### config.mk
export PLATFORM = sky130hd
export DESIGN_NAME = rtype_exec_ctrl_flat
export DESIGN_NICKNAME = d
export VERILOG_FILES = /design/src/rtl/rtype_exec_ctrl_pkg.sv /design/src/rtl/rtype_exec_ctrl_if.sv /design/src/rtl/rtype_exec_ctrl_decode.sv /design/src/rtl/rtype_exec_ctrl.sv /design/src/flat_wrapper.sv
export SDC_FILE = /design/constraint.sdc
export NUM_CORES = 1
export LEC_CHECK = 0
export CAP_MARGIN = 30
export CORE_AREA = 4 4 187 189
export CTS_CLUSTER_DIAMETER = 200
export CTS_CLUSTER_SIZE = 16
export DETAILED_ROUTE_END_ITERATION = 7
export DIE_AREA = 0 0 191 193
export PLACE_DENSITY = 0.58
export SLEW_MARGIN = 20
export SYNTH_ARGS = -nofsm -noshare
export SYNTH_HDL_FRONTEND = slang
export SYNTH_SLANG_ARGS = --single-unit
### constraint.sdc
create_clock -name clk -period 1.4 [get_ports clk]
set_input_delay 0.14 -clock clk [delete_from_list [all_inputs] [get_ports clk]]
set_output_delay 0.14 -clock clk [all_outputs]
set_load 0.02 [all_outputs]
### src/rtl/rtype_exec_ctrl_pkg.sv
// Shared definitions for the R-type execute sequencer: opcodes, funct7 codes,
// FSM state encoding, ALU class codes and the decoded-instruction record.
package rtype_exec_ctrl_pkg;

  localparam int unsigned XLEN       = 64;
  localparam int unsigned REG_ADDR_W = 5;
  localparam int unsigned ALU_CTRL_W = 6;

  localparam logic [6:0] OPC_OP      = 7'b0110011;
  localparam logic [6:0] OPC_OP32    = 7'b0111011;
  localparam logic [6:0] FUNCT7_BASE = 7'b0000000;
  localparam logic [6:0] FUNCT7_ALT  = 7'b0100000;

  typedef enum logic [1:0] {
    ALU_CLS_OP   = 2'b00,
    ALU_CLS_OP32 = 2'b01
  } alu_cls_e;

  typedef enum logic [2:0] {
    IDLE,
    DECODE,
    READ,
    EXEC,
    WB
  } state_e;

  typedef struct packed {
    logic [REG_ADDR_W-1:0] rs1;
    logic [REG_ADDR_W-1:0] rs2;
    logic [REG_ADDR_W-1:0] rd;
    logic [ALU_CTRL_W-1:0] alu_ctrl;
    logic                  is_op32;
    logic                  illegal;
  } dec_t;

  // OP-32 results are the low word sign-extended to the full datapath.
  function automatic logic [XLEN-1:0] sext_word(input logic [XLEN-1:0] v);
    return {{(XLEN-32){v[31]}}, v[31:0]};
  endfunction

endpackage

### src/rtl/rtype_exec_ctrl_if.sv
// Bus between the R-type sequencer and its environment (fetch, reg_file, ALU).
// master = sequencer side, slave = environment side.
interface rtype_exec_ctrl_if;
  import rtype_exec_ctrl_pkg::*;

  logic                  instr_valid;
  logic                  instr_ready;
  logic [31:0]           instr;
  logic [REG_ADDR_W-1:0] rf_rs1;
  logic [REG_ADDR_W-1:0] rf_rs2;
  logic [XLEN-1:0]       rf_rdata1;
  logic [XLEN-1:0]       rf_rdata2;
  logic [XLEN-1:0]       alu_a;
  logic [XLEN-1:0]       alu_b;
  logic [ALU_CTRL_W-1:0] alu_ctrl;
  logic [XLEN-1:0]       alu_result;
  logic                  rf_wr_en;
  logic [REG_ADDR_W-1:0] rf_wr_addr;
  logic [XLEN-1:0]       rf_wr_data;
  logic                  done;
  logic                  illegal;

  modport master (
    input  instr_valid, instr, rf_rdata1, rf_rdata2, alu_result,
    output instr_ready, rf_rs1, rf_rs2, alu_a, alu_b, alu_ctrl,
           rf_wr_en, rf_wr_addr, rf_wr_data, done, illegal
  );

  modport slave (
    output instr_valid, instr, rf_rdata1, rf_rdata2, alu_result,
    input  instr_ready, rf_rs1, rf_rs2, alu_a, alu_b, alu_ctrl,
           rf_wr_en, rf_wr_addr, rf_wr_data, done, illegal
  );

endinterface

### src/rtl/rtype_exec_ctrl_decode.sv
// Combinational R-type decoder: instruction word -> register indices,
// ALU control, OP-32 flag and legality.
module rtype_exec_ctrl_decode
  import rtype_exec_ctrl_pkg::*;
(
  input  logic [31:0] instr_i,
  output dec_t        dec_o
);

  logic [6:0] opcode;
  logic [2:0] funct3;
  logic [6:0] funct7;
  logic       bad_opc;
  logic       bad_f7;
  logic       bad_alt;
  alu_cls_e   cls;

  assign opcode = instr_i[6:0];
  assign funct3 = instr_i[14:12];
  assign funct7 = instr_i[31:25];

  assign bad_opc = (opcode != OPC_OP) && (opcode != OPC_OP32);
  assign bad_f7  = (funct7 != FUNCT7_BASE) && (funct7 != FUNCT7_ALT);
  // The alternate funct7 only encodes SUB and SRA.
  assign bad_alt = (funct7 == FUNCT7_ALT) && (funct3 != 3'b000) && (funct3 != 3'b101);
  assign cls     = (opcode == OPC_OP32) ? ALU_CLS_OP32 : ALU_CLS_OP;

  always_comb begin
    dec_o          = '0;
    dec_o.rs1      = instr_i[19:15];
    dec_o.rs2      = instr_i[24:20];
    dec_o.rd       = instr_i[11:7];
    dec_o.alu_ctrl = {cls, instr_i[30], funct3};
    dec_o.is_op32  = (opcode == OPC_OP32);
    dec_o.illegal  = bad_opc || bad_f7 || bad_alt;
  end

endmodule

### src/rtl/rtype_exec_ctrl.sv
// Multi-cycle R-type sequencer: accept, decode, read operands, capture ALU
// result, single write-back. All outputs are registered.
module rtype_exec_ctrl
  import rtype_exec_ctrl_pkg::*;
(
  input  logic            clk,
  input  logic            reset,
  rtype_exec_ctrl_if.master bus
);

  state_e                state_q;
  dec_t                  dec;
  logic                  ready_q;
  logic [REG_ADDR_W-1:0] rs1_q;
  logic [REG_ADDR_W-1:0] rs2_q;
  logic [REG_ADDR_W-1:0] rd_q;
  logic [ALU_CTRL_W-1:0] alu_ctrl_q;
  logic                  op32_q;
  logic [XLEN-1:0]       alu_a_q;
  logic [XLEN-1:0]       alu_b_q;
  logic                  wr_en_q;
  logic [REG_ADDR_W-1:0] wr_addr_q;
  logic [XLEN-1:0]       wr_data_q;
  logic                  done_q;
  logic                  illegal_q;

  rtype_exec_ctrl_decode u_decode (
    .instr_i (bus.instr),
    .dec_o   (dec)
  );

  // Decoding happens on the accept edge so the DECODE-state outputs
  // (addresses, ALU control, illegal pulse) are already registered in cycle 1.
  always_ff @(posedge clk) begin
    if (!reset) begin
      state_q    <= IDLE;
      ready_q    <= 1'b1;
      rs1_q      <= '0;
      rs2_q      <= '0;
      rd_q       <= '0;
      alu_ctrl_q <= '0;
      op32_q     <= 1'b0;
      alu_a_q    <= '0;
      alu_b_q    <= '0;
      wr_en_q    <= 1'b0;
      wr_addr_q  <= '0;
      wr_data_q  <= '0;
      done_q     <= 1'b0;
      illegal_q  <= 1'b0;
    end else begin
      wr_en_q   <= 1'b0;
      done_q    <= 1'b0;
      illegal_q <= 1'b0;
      case (state_q)
        IDLE: begin
          if (bus.instr_valid && ready_q) begin
            ready_q    <= 1'b0;
            rs1_q      <= dec.rs1;
            rs2_q      <= dec.rs2;
            rd_q       <= dec.rd;
            alu_ctrl_q <= dec.alu_ctrl;
            op32_q     <= dec.is_op32;
            illegal_q  <= dec.illegal;
            state_q    <= DECODE;
          end
        end
        DECODE: begin
          if (illegal_q) begin
            ready_q <= 1'b1;
            state_q <= IDLE;
          end else begin
            state_q <= READ;
          end
        end
        READ: begin
          alu_a_q <= bus.rf_rdata1;
          alu_b_q <= bus.rf_rdata2;
          state_q <= EXEC;
        end
        EXEC: begin
          wr_data_q <= op32_q ? sext_word(bus.alu_result) : bus.alu_result;
          wr_addr_q <= rd_q;
          wr_en_q   <= (rd_q != '0);
          done_q    <= 1'b1;
          state_q   <= WB;
        end
        WB: begin
          ready_q <= 1'b1;
          state_q <= IDLE;
        end
        default: begin
          ready_q <= 1'b1;
          state_q <= IDLE;
        end
      endcase
    end
  end

  assign bus.instr_ready = ready_q;
  assign bus.rf_rs1      = rs1_q;
  assign bus.rf_rs2      = rs2_q;
  assign bus.alu_ctrl    = alu_ctrl_q;
  assign bus.alu_a       = alu_a_q;
  assign bus.alu_b       = alu_b_q;
  assign bus.rf_wr_en    = wr_en_q;
  assign bus.rf_wr_addr  = wr_addr_q;
  assign bus.rf_wr_data  = wr_data_q;
  assign bus.done        = done_q;
  assign bus.illegal     = illegal_q;

endmodule

### src/flat_wrapper.sv
// flat-port wrapper written by rule: the top's interface ports become plain ports
module rtype_exec_ctrl_flat import rtype_exec_ctrl_pkg::*;
  (clk, reset, bus_instr_valid, bus_instr, bus_rf_rdata1, bus_rf_rdata2, bus_alu_result, bus_instr_ready, bus_rf_rs1, bus_rf_rs2, bus_alu_a, bus_alu_b, bus_alu_ctrl, bus_rf_wr_en, bus_rf_wr_addr, bus_rf_wr_data, bus_done, bus_illegal);
  rtype_exec_ctrl_if bus_i ();
  input  logic clk;
  input  logic reset;
  input wire logic [$bits(bus_i.instr_valid)-1:0] bus_instr_valid;
  input wire logic [$bits(bus_i.instr)-1:0] bus_instr;
  input wire logic [$bits(bus_i.rf_rdata1)-1:0] bus_rf_rdata1;
  input wire logic [$bits(bus_i.rf_rdata2)-1:0] bus_rf_rdata2;
  input wire logic [$bits(bus_i.alu_result)-1:0] bus_alu_result;
  output wire logic [$bits(bus_i.instr_ready)-1:0] bus_instr_ready;
  output wire logic [$bits(bus_i.rf_rs1)-1:0] bus_rf_rs1;
  output wire logic [$bits(bus_i.rf_rs2)-1:0] bus_rf_rs2;
  output wire logic [$bits(bus_i.alu_a)-1:0] bus_alu_a;
  output wire logic [$bits(bus_i.alu_b)-1:0] bus_alu_b;
  output wire logic [$bits(bus_i.alu_ctrl)-1:0] bus_alu_ctrl;
  output wire logic [$bits(bus_i.rf_wr_en)-1:0] bus_rf_wr_en;
  output wire logic [$bits(bus_i.rf_wr_addr)-1:0] bus_rf_wr_addr;
  output wire logic [$bits(bus_i.rf_wr_data)-1:0] bus_rf_wr_data;
  output wire logic [$bits(bus_i.done)-1:0] bus_done;
  output wire logic [$bits(bus_i.illegal)-1:0] bus_illegal;
  assign bus_i.instr_valid = bus_instr_valid;
  assign bus_i.instr = bus_instr;
  assign bus_i.rf_rdata1 = bus_rf_rdata1;
  assign bus_i.rf_rdata2 = bus_rf_rdata2;
  assign bus_i.alu_result = bus_alu_result;
  assign bus_instr_ready = bus_i.instr_ready;
  assign bus_rf_rs1 = bus_i.rf_rs1;
  assign bus_rf_rs2 = bus_i.rf_rs2;
  assign bus_alu_a = bus_i.alu_a;
  assign bus_alu_b = bus_i.alu_b;
  assign bus_alu_ctrl = bus_i.alu_ctrl;
  assign bus_rf_wr_en = bus_i.rf_wr_en;
  assign bus_rf_wr_addr = bus_i.rf_wr_addr;
  assign bus_rf_wr_data = bus_i.rf_wr_data;
  assign bus_done = bus_i.done;
  assign bus_illegal = bus_i.illegal;
  rtype_exec_ctrl u_core (.clk(clk), .reset(reset), .bus(bus_i));
endmodule
After elaboration in Yosys (flattened, before gate mapping)
Cells that the tools add are included.
- reductions and logical operators: 16
- add/sub/neg operators: 0
- equality and inequality tests: 11
- $lt $le $gt $ge: 0
- bitwise gates (word level): 1
- mux-type cells: 9
- shift-type cells: 0
- $mul: 0
- divide/modulo/power cells: 0
- operators by type and width (operator ; number):
    2-to-1 mux 64 bit ; 1
    != test 7 x 6 -> 1 bit, second input constant ; 3
    equality test 7 x 6 -> 1 bit, second input constant ; 2
    case mux 3 bit (4 select lines) ; 1
    nonzero test 7 bit ; 1
    equality test 3 x 2 -> 1 bit, second input constant ; 2
    AND reduction 3 bit ; 2
    logical AND 1 bit ; 5
    nonzero test 5 bit ; 1
    2-to-1 mux 1 bit ; 4
    != test 2 x 1 -> 1 bit, second input constant ; 2
    AND reduction 2 bit ; 2
    equality test 3 x 1 -> 1 bit, second input constant ; 1
    logical NOT 3 bit ; 1
    2-to-1 mux 3 bit ; 1
    != test 3 bit, second input constant ; 1
    case mux 1 bit (3 select lines) ; 1
    nonzero test 3 bit ; 1
    logical OR 1 bit ; 2
    2-to-1 mux 2 bit ; 1
    OR reduction 2 bit ; 1
    NOT 1 bit ; 1
- input bits: 227
- memory bits (read-only): 0
- output and inout port bits: 217
- latch bits: 0
- memory bits (writable): 0
- memories kept: 0
- flip-flop bits (word level): 226

Longest topological paths before layout
Gate-level depths: netlist of the first run.
- depth after elaboration: 4
- mapped depth: 6
- gate-level depth less buffers: 3

Modules after synthesis
Synthesis of the first run repeated with hierarchy kept, for this count alone.
- cell total of the unflattened synthesis: 1016
- area, all modules: 8958.6 um^2
- by module, submodules not included (module ; area an instance (um^2) ; times used ; cells an instance):
    rtype_exec_ctrl ; 8738.4 ; 1 ; 986
    rtype_exec_ctrl_decode ; 220.2 ; 1 ; 30

Worst setup path before layout of the first run
OpenSTA, ideal clock, no wires.
- path type: flip-flop to flip-flop
- from: reg u_core.state_q[0]
- to: reg u_core.alu_b_q[43], in the netlist u_core.bus.alu_b[43]
- buffers on the path: 3
- library setup time: 132 ps
- arrival: 1203 ps
- data required time: 1268 ps
- setup slack: 64 ps
- cell stages (with the launch flop): 7
- cell sequence: dfxtp_1 > buf_4 > or3b_4 > buf_6 > buf_4 > nand2_1 > a21oi_1
- longest elaborated chain between the ends: 1
- RTL lines (item ; line ; text):
    start, declared ; rtype_exec_ctrl.sv:11 ; state_e state_q;
    start signal, assigned ; rtype_exec_ctrl.sv:36 ; state_q <= IDLE;
    start signal, assigned ; rtype_exec_ctrl.sv:64 ; state_q <= DECODE;
    start signal, assigned ; rtype_exec_ctrl.sv:70 ; state_q <= IDLE;
    equality test 3 x 2 -> 1 bit ; rtype_exec_ctrl.sv:54 ; case (state_q)
    end signal, assigned ; rtype_exec_ctrl.sv:77 ; alu_b_q <= bus.rf_rdata2;
    end, declared ; rtype_exec_ctrl.sv:20 ; logic [XLEN-1:0] alu_b_q;
No other way between the ends.
A chain may end at the register's enable or synchronous reset.

Worst setup path after layout of the first run
- from: reg u_core.state_q[2]
- to: reg u_core.alu_a_q[39], in the netlist u_core.bus.alu_a[39]
- longest elaborated chain between the ends: 1
- RTL lines (item ; line ; text):
    equality test 3 x 2 -> 1 bit ; rtype_exec_ctrl.sv:54 ;
    end signal, assigned ; rtype_exec_ctrl.sv:76 ; alu_a_q <= bus.rf_rdata1;
    end, declared ; rtype_exec_ctrl.sv:19 ; logic [XLEN-1:0] alu_a_q;
No other way between the ends.

==> metrics.txt, run 1 <==
FF-to-FF Start u_core.state_q[2]; drc violations 0; synth unique cells 30; vias in the first global route 7,946; ANT cells 0; CTS buffer count 17; initial antenna violation count 0; fraction of power spent switching nets 27.5%; Nets 1,661; number of synthesized register bits 224; period utilisation layout 101%; maximum root-to-sink buffer count 3; instance count of the mapped netlist a little under 1,000; P_sw 3.92 mW; synth warn 0; TritonCTS clock tree done; failing checks setup timing; die width between 150 and 200 um; Core Util, Final a little over two fifths; CP Launch Type flip-flop; Pre-Repair DR Iteration Count 4; Post-Route WL 31.4 mm; worst-case clock skew 0.00771 ns; Clock Power Share 30.8%; crit-path max FO 26; status complete, but fails checks; Min Hold Slack 0.192 ns; crit end category flip-flop; Slew Limit Fails 0; Mapped Avg Cell Area 8.25 um2; first-pass GRT wire length 44.4 mm; Core ar. 33,300 um2; Reg area 4490 um2; H-tree depth 1; DR WL/cell between 15 and 20 um; CTS sink cnt 224; FP Rows 67; HP Class input port to flip-flop; CP Class flip-flop to flip-flop; fin crit period 1.41 ns; Starting Density 24.6%; PwrDens 1020 nW/um2; layout cells sized above 1 under 10%; Fillers roughly 3,400; largest net degree at the start of global routing 62; routed vias/inst between 4 and 5; I/O pin count 444; setup ws final -0.0119 ns; Max Fclk around 700 MHz; Leak 5.84 nW; Hold Fails Final Rpt 0; Final ANT Viol Nets 0; Port Buffer Count around 440; sequential power share 48.0%; pre-CTS WS -0.110 ns; Root Buffer clkbuf_16; critical path data arrival time 1.78 ns; GP Congestion 0.751; highest-count cells in the layout ignoring fill and taps nand2_1, clkdlybuf4s50_1, dfxtp_1, dlygate4sd2_1, a21oi_1; setup repair after global routing missed its margin true; leading cell type in the layout, fill and taps excluded nand2_1; DRT iter0 DRCs around 340; Die ar. 36,900 um2; Worst Hold Launch bus_alu_result[24]; origin of the worst setup path u_core.state_q[2]; max-capacitance violation count 0; Clk Latency, worst-skew pair between 0.4 and 0.5 ns; Gate power share 21.1%; CP Data Required Time between 1.5 and 2 ns; Area Growth Syn to Fin 70.3%; via count 8,360; Die Y 193 um; Syn Nets 1,220; mapped cell area approximately 8200 um2; peak supply drop 0.614 mV; post-synthesis sequential area ratio between 50% and 60%; Internal 10.4 mW; grt total ovfl 0; Reg clk slew, reported paths about 0.08 ns; Tot GR Track Use 14.8%; final setup vio count 20; Multi-input gate area roughly 3300 um2; Detail Placement HPWL roughly 22 mm
[metal layers]
metal	up-vias	routed length, um	track usage, %
li1	4149	-	-
met1	3843	12700	17.3
met2	337	14600	25.4
met3	31	3490	6.28
met4	0	575	3.31
met5	-	0	0
[cells in the mapped netlist]
cell       number  area, um2
a21oi_1       188        941
a311oi_1       32        280
a31oi_1         1       6.26
a41o_1          1       10.0
and3b_1         1       8.76
and4bb_2        1       12.5
buf_2          15       75.1
buf_4          19        143
buf_6          15        169
clkbuf_1       36        135
conb_1          1       3.75
dfxtp_1       224       4480
inv_1           2       7.51
mux2i_1         1       10.0
nand2_1       332       1250
nand2b_1       34        213
nand3_1        20        100
nand3b_1        1       7.51
nand4b_1        1       8.76
nand4bb_1       1       11.3
nor2_1         37        139
nor3_1          2       10.0
nor3b_1         1       7.51
nor3b_2         1       12.5
o21a_1          1       7.51
o21ai_0        20        100
o21bai_1        1       7.51
or3b_4          1       11.3
or4_1           2       15.0
xor2_1          1       8.76
[logic make-up (layout without fill, tap and decap cells)]
family,after synthesis,after routing,share of synthesized area (%)
AO/OA/AOI/OAI,244,244,16.5
AND/OR/NAND/NOR,435,435,22.0
other,1,1,0.0458
flip-flops,224,224,54.7
XOR/XNOR,1,1,0.107
multiplexers,1,1,0.122
buffers and inverters,87,526,6.46
[metrics by stage]
| step | instance area (um2) | setup TNS, ns | total power [mW] | std cells |
|---|---|---|---|---|
| after global routing | 13900 | -9.58 | 15.0 | 1880 |
| after floorplan | 8190 | 0 | 8.34 | 993 |
| after detailed placement | 13200 | -1.27 | 10.0 | 1839 |
| after CTS | 13500 | -0.0791 | 14.3 | 1860 |
| final | 13900 | -0.108 | 14.3 | 1880 |
| after global placement | 13200 | -0.274 | 9.97 | 1839 |
[power by group through the flow]
stage               combinational [mW]  clock [mW]  sequential (mW)
floorplan                        0.949           0             7.39
global placement                  2.97           0             7.01
detailed placement                2.98           0             7.03
CTS                               2.81        4.63             6.86
global route                      3.26        4.86             6.91
finish                            3.02        4.40             6.86
[sequential cells by signal (all words and copies together), names as in the netlist, 3 cells and up]
name / cells
u_core.bus.alu_a: 64
u_core.bus.alu_b: 64
u_core.bus.rf_wr_data: 64
u_core.bus.rf_rs1: 5
u_core.state_q: 3
u_core.bus.rf_wr_addr: 5
u_core.bus.alu_ctrl: 4
u_core.bus.rf_rs2: 5
u_core.rd_q: 5
[what timing repair did]
action,in CTS,in global routing
cloned,2,14
buffers inserted,2,6
setup endpoints to repair,262,210
resized for setup,225,56
pin swaps,0,12
hold buffers,0,0
[area by class of cell]
class	count	area share, %
Timing Repair Buffer	507	37.0
Sequential cell	224	32.2
Multi-Input combinational cell	682	23.6
Tap cell	448	4.02
Clock buffer	17	3.05
Inverter	2	0.0897
[worst max-delay path: stages (launching register included)]
cell and delay (ns):
dfxtp_4 0.37, or3b_4 0.54, buf_12 0.22, nand2_1 0.08
a21oi_1 0.06
[path summary, 6_finish.rpt]
path,to,slack (ns),depth (start not counted)
setup / recovery,u_core.bus.alu_a[39],-0.01,4
hold / removal,u_core.bus.rf_wr_data[24],0.19,3
setup reg to reg,u_core.bus.alu_a[39],-0.01,4
hold reg to reg,u_core.bus.alu_b[42],0.45,2
Power figures use the tool's default switching activity.
==> inputs of run 2 (changes only) <==
CORE_AREA = 4 4 195 197   (was 4 4 187 189)
DIE_AREA = 0 0 199 201   (was 0 0 191 193)
PLACE_DENSITY = 0.57   (was 0.58)
SYNTH_HIERARCHICAL = 1   (was default)
==> metrics.txt, run 2 <==
largest area contributor in the netlist dfxtp_1 (unchanged); synth unique cells 34 (was 30); routed vias/inst 4.36 (was 4.45); Post-Route WL 32.3 mm (was 31.4 mm); fin crit period 1.39 ns (was 1.41 ns); Fillers 3,769 (was 3,411); Area Growth Syn to Fin 59.2% (was 70.3%); synth warn 6 (was 0); max-capacitance violation count 0 (unchanged); period utilisation layout 99.5% (was 101%); setup repair after global routing missed its margin true (unchanged); Die ar. 40,000 um2 (was 36,900 um2); Root Buffer clkbuf_16 (unchanged); I/O pin count 444 (unchanged); Core ar. 36,300 um2 (was 33,300 um2); Mapped Avg Cell Area 8.82 um2 (was 8.25 um2); Syn Nets 1,243 (was 1,220); via count 8,247 (was 8,360); count leader, synth nand2_1 (unchanged); first-pass GRT wire length 46.9 mm (was 44.4 mm); Reg area 4530 um2 (was 4490 um2); Tot GR Track Use 14.4% (was 14.8%); highest-count cells in the layout ignoring fill and taps nand2_1, clkdlybuf4s50_1, dfxtp_1, dlygate4sd2_1, a21boi_1 (was nand2_1, clkdlybuf4s50_1, dfxtp_1, dlygate4sd2_1, a21oi_1); Post-synth EDFFs 0 (unchanged); Detail Placement HPWL 22.9 mm (was 21.6 mm); CP Launch Type flip-flop (unchanged); GP Congestion 0.763 (was 0.751); FP Rows 70 (was 67); Clk Latency, worst-skew pair 0.51 ns (was 0.49 ns); post-synthesis sequential area ratio 50.5% (was 54.7%); largest net degree at the start of global routing 58 (was 62); Slew Limit Fails 0 (unchanged); number of synthesized register bits 226 (was 224); total negative setup slack 0 ns (was -0.108 ns); Port Buffer Count 443 (was 442); instance count of the mapped netlist 1,016 (was 993); Die Y 201 um (was 193 um); H-tree depth 1 (unchanged); origin of the worst setup path u_core/state_q[0] (was u_core.state_q[2]); final setup vio count 0 (was 20); CTS sink cnt 226 (was 224); Hold Fails Final Rpt 0 (unchanged); status finished clean (was complete, but fails checks); Reg clk slew, reported paths 0.08 ns (about the same); Nets 1,650 (was 1,661); Worst Hold Launch reset (was bus_alu_result[24]); TritonCTS clock tree done (unchanged); worst-case clock skew 0.0140 ns (was 0.00771 ns); CTS buffer count 18 (was 17); initial antenna violation count 1 (was 0); Post-DP Area 13,800 um2 (was 13,200 um2); pre-CTS WS -0.00649 ns (was -0.110 ns); crit end category flip-flop (unchanged); cts hold-fix bufs 0 (unchanged); critical path data arrival time 1.79 ns (was 1.78 ns); leading cell type in the layout, fill and taps excluded nand2_1 (unchanged); Pre-Repair DR Iteration Count 4 (unchanged); CP Class flip-flop to flip-flop (unchanged); CP Data Required Time 1.79 ns (was 1.76 ns); Main synth FF type dfxtp_1 (unchanged); peak supply drop 0.737 mV (was 0.614 mV); vias in the first global route 8,210 (was 7,946); Leak 6.33 nW (was 5.84 nW); FF-to-FF Start u_core/state_q[0] (was u_core.state_q[2]); setup ws final 0.00763 ns (was -0.0119 ns); Max Fclk 718 MHz (was 708 MHz); drc violations 0 (unchanged); Post-synth top cells nand2_1, dfxtp_1, a21boi_1, nand2b_1 (was nand2_1, dfxtp_1, a21oi_1, nor2_1, clkbuf_1); grt total ovfl 0 (unchanged); total power 14.5 mW (was 14.3 mW); Yosys top cell area share 50.5% (was 54.7%); DR WL/cell 17.0 um (was 16.7 um); crit-path max FO 12 (was 26); dominant cells by area after synthesis dfxtp_1, nand2_1, a21boi_1 (was dfxtp_1, nand2_1, a21oi_1); Synth async-reset ratio 0% (unchanged); Finished Cell Area 14,300 um2 (was 13,900 um2); Min Hold Slack 0.0339 ns (was 0.192 ns); Starting Density 24.7% (was 24.6%); mapped cell area 8960 um2 (was 8190 um2); DRT iter0 DRCs 228 (was 341); PwrDens 1010 nW/um2 (was 1020 nW/um2); layout cells sized above 1 6.47% (was 8.45%); die width 199 um (was 191 um); maximum root-to-sink buffer count 3 (unchanged); Final ANT Viol Nets 0 (unchanged); Multi-input gate area 3780 um2 (was 3300 um2); HP Class input port to flip-flop (unchanged)
[run 2: timing repair]
item	4_1_cts	5_1_grt
gates resized for setup	242	61
endpoints found under the setup margin	218	168
cloned	0	7
pin swaps	0	1
buffers inserted	0	3
[run 2: report_power, final]
group          internal [mW]  switching, mW  leakage [nW]
Combinational           1.39           1.31          4.25
Sequential              6.74          0.163          1.83
Clock                   2.43           2.43         0.241
[run 2: area by class of cell]
cell class,count,area share [%]
multi-input combinational,687,26.5
antenna,1,0.0175
sequential,226,31.8
clock buffer,19,3.33
timing repair buffer,488,34.1
clock inverter,1,0.114
inverter,2,0.0526
tap,468,4.11
[run 2: metal layers]
layer	GRT usage (%)	up-vias	wire length [um]
met4	2.69	0	427
met5	0	-	0
li1	-	4096	-
met2	24.9	309	15200
met1	16.9	3816	13100
met3	6.01	26	3530
[run 2: logic make-up (layout without fill, tap and decap cells)]
logic type | count (synthesis) | in the layout | share of synthesized area (%)
buffers and inverters | 103 | 510 | 7.53
DFF | 226 | 226 | 50.5
other | 1 | 2 | 0.0419
and+or+nand+nor | 460 | 460 | 21.6
xor gates and xnor gates | 1 | 1 | 0.0978
muxes | 22 | 22 | 2.46
AOI/OAI and AO/OA | 203 | 203 | 17.8
[run 2: worst paths after layout]
check,endpoint,slack [ns],cells past startpoint
min reg2reg,u_core/bus.alu_b[40],0.45,2
max,u_core/bus.alu_b[50],0.008,5
min,u_core/bus.rf_wr_data[63],0.03,2
max reg2reg,u_core/bus.alu_b[50],0.008,5
[run 2: stage by stage]
stage	std cells	util (%)
after floorplan	1016	-
after global placement	1861	38.0
after detailed placement	1861	38.0
after CTS	1881	38.7
after global routing	1892	39.3
final	1892	39.3
[run 2: critical path, cell delays in order (launching register included)]
cell       delay, ns
dfxtp_4         0.36
or3b_4          0.41
buf_12          0.17
clkbuf_16       0.19
nand2_1         0.08
a21boi_1        0.06
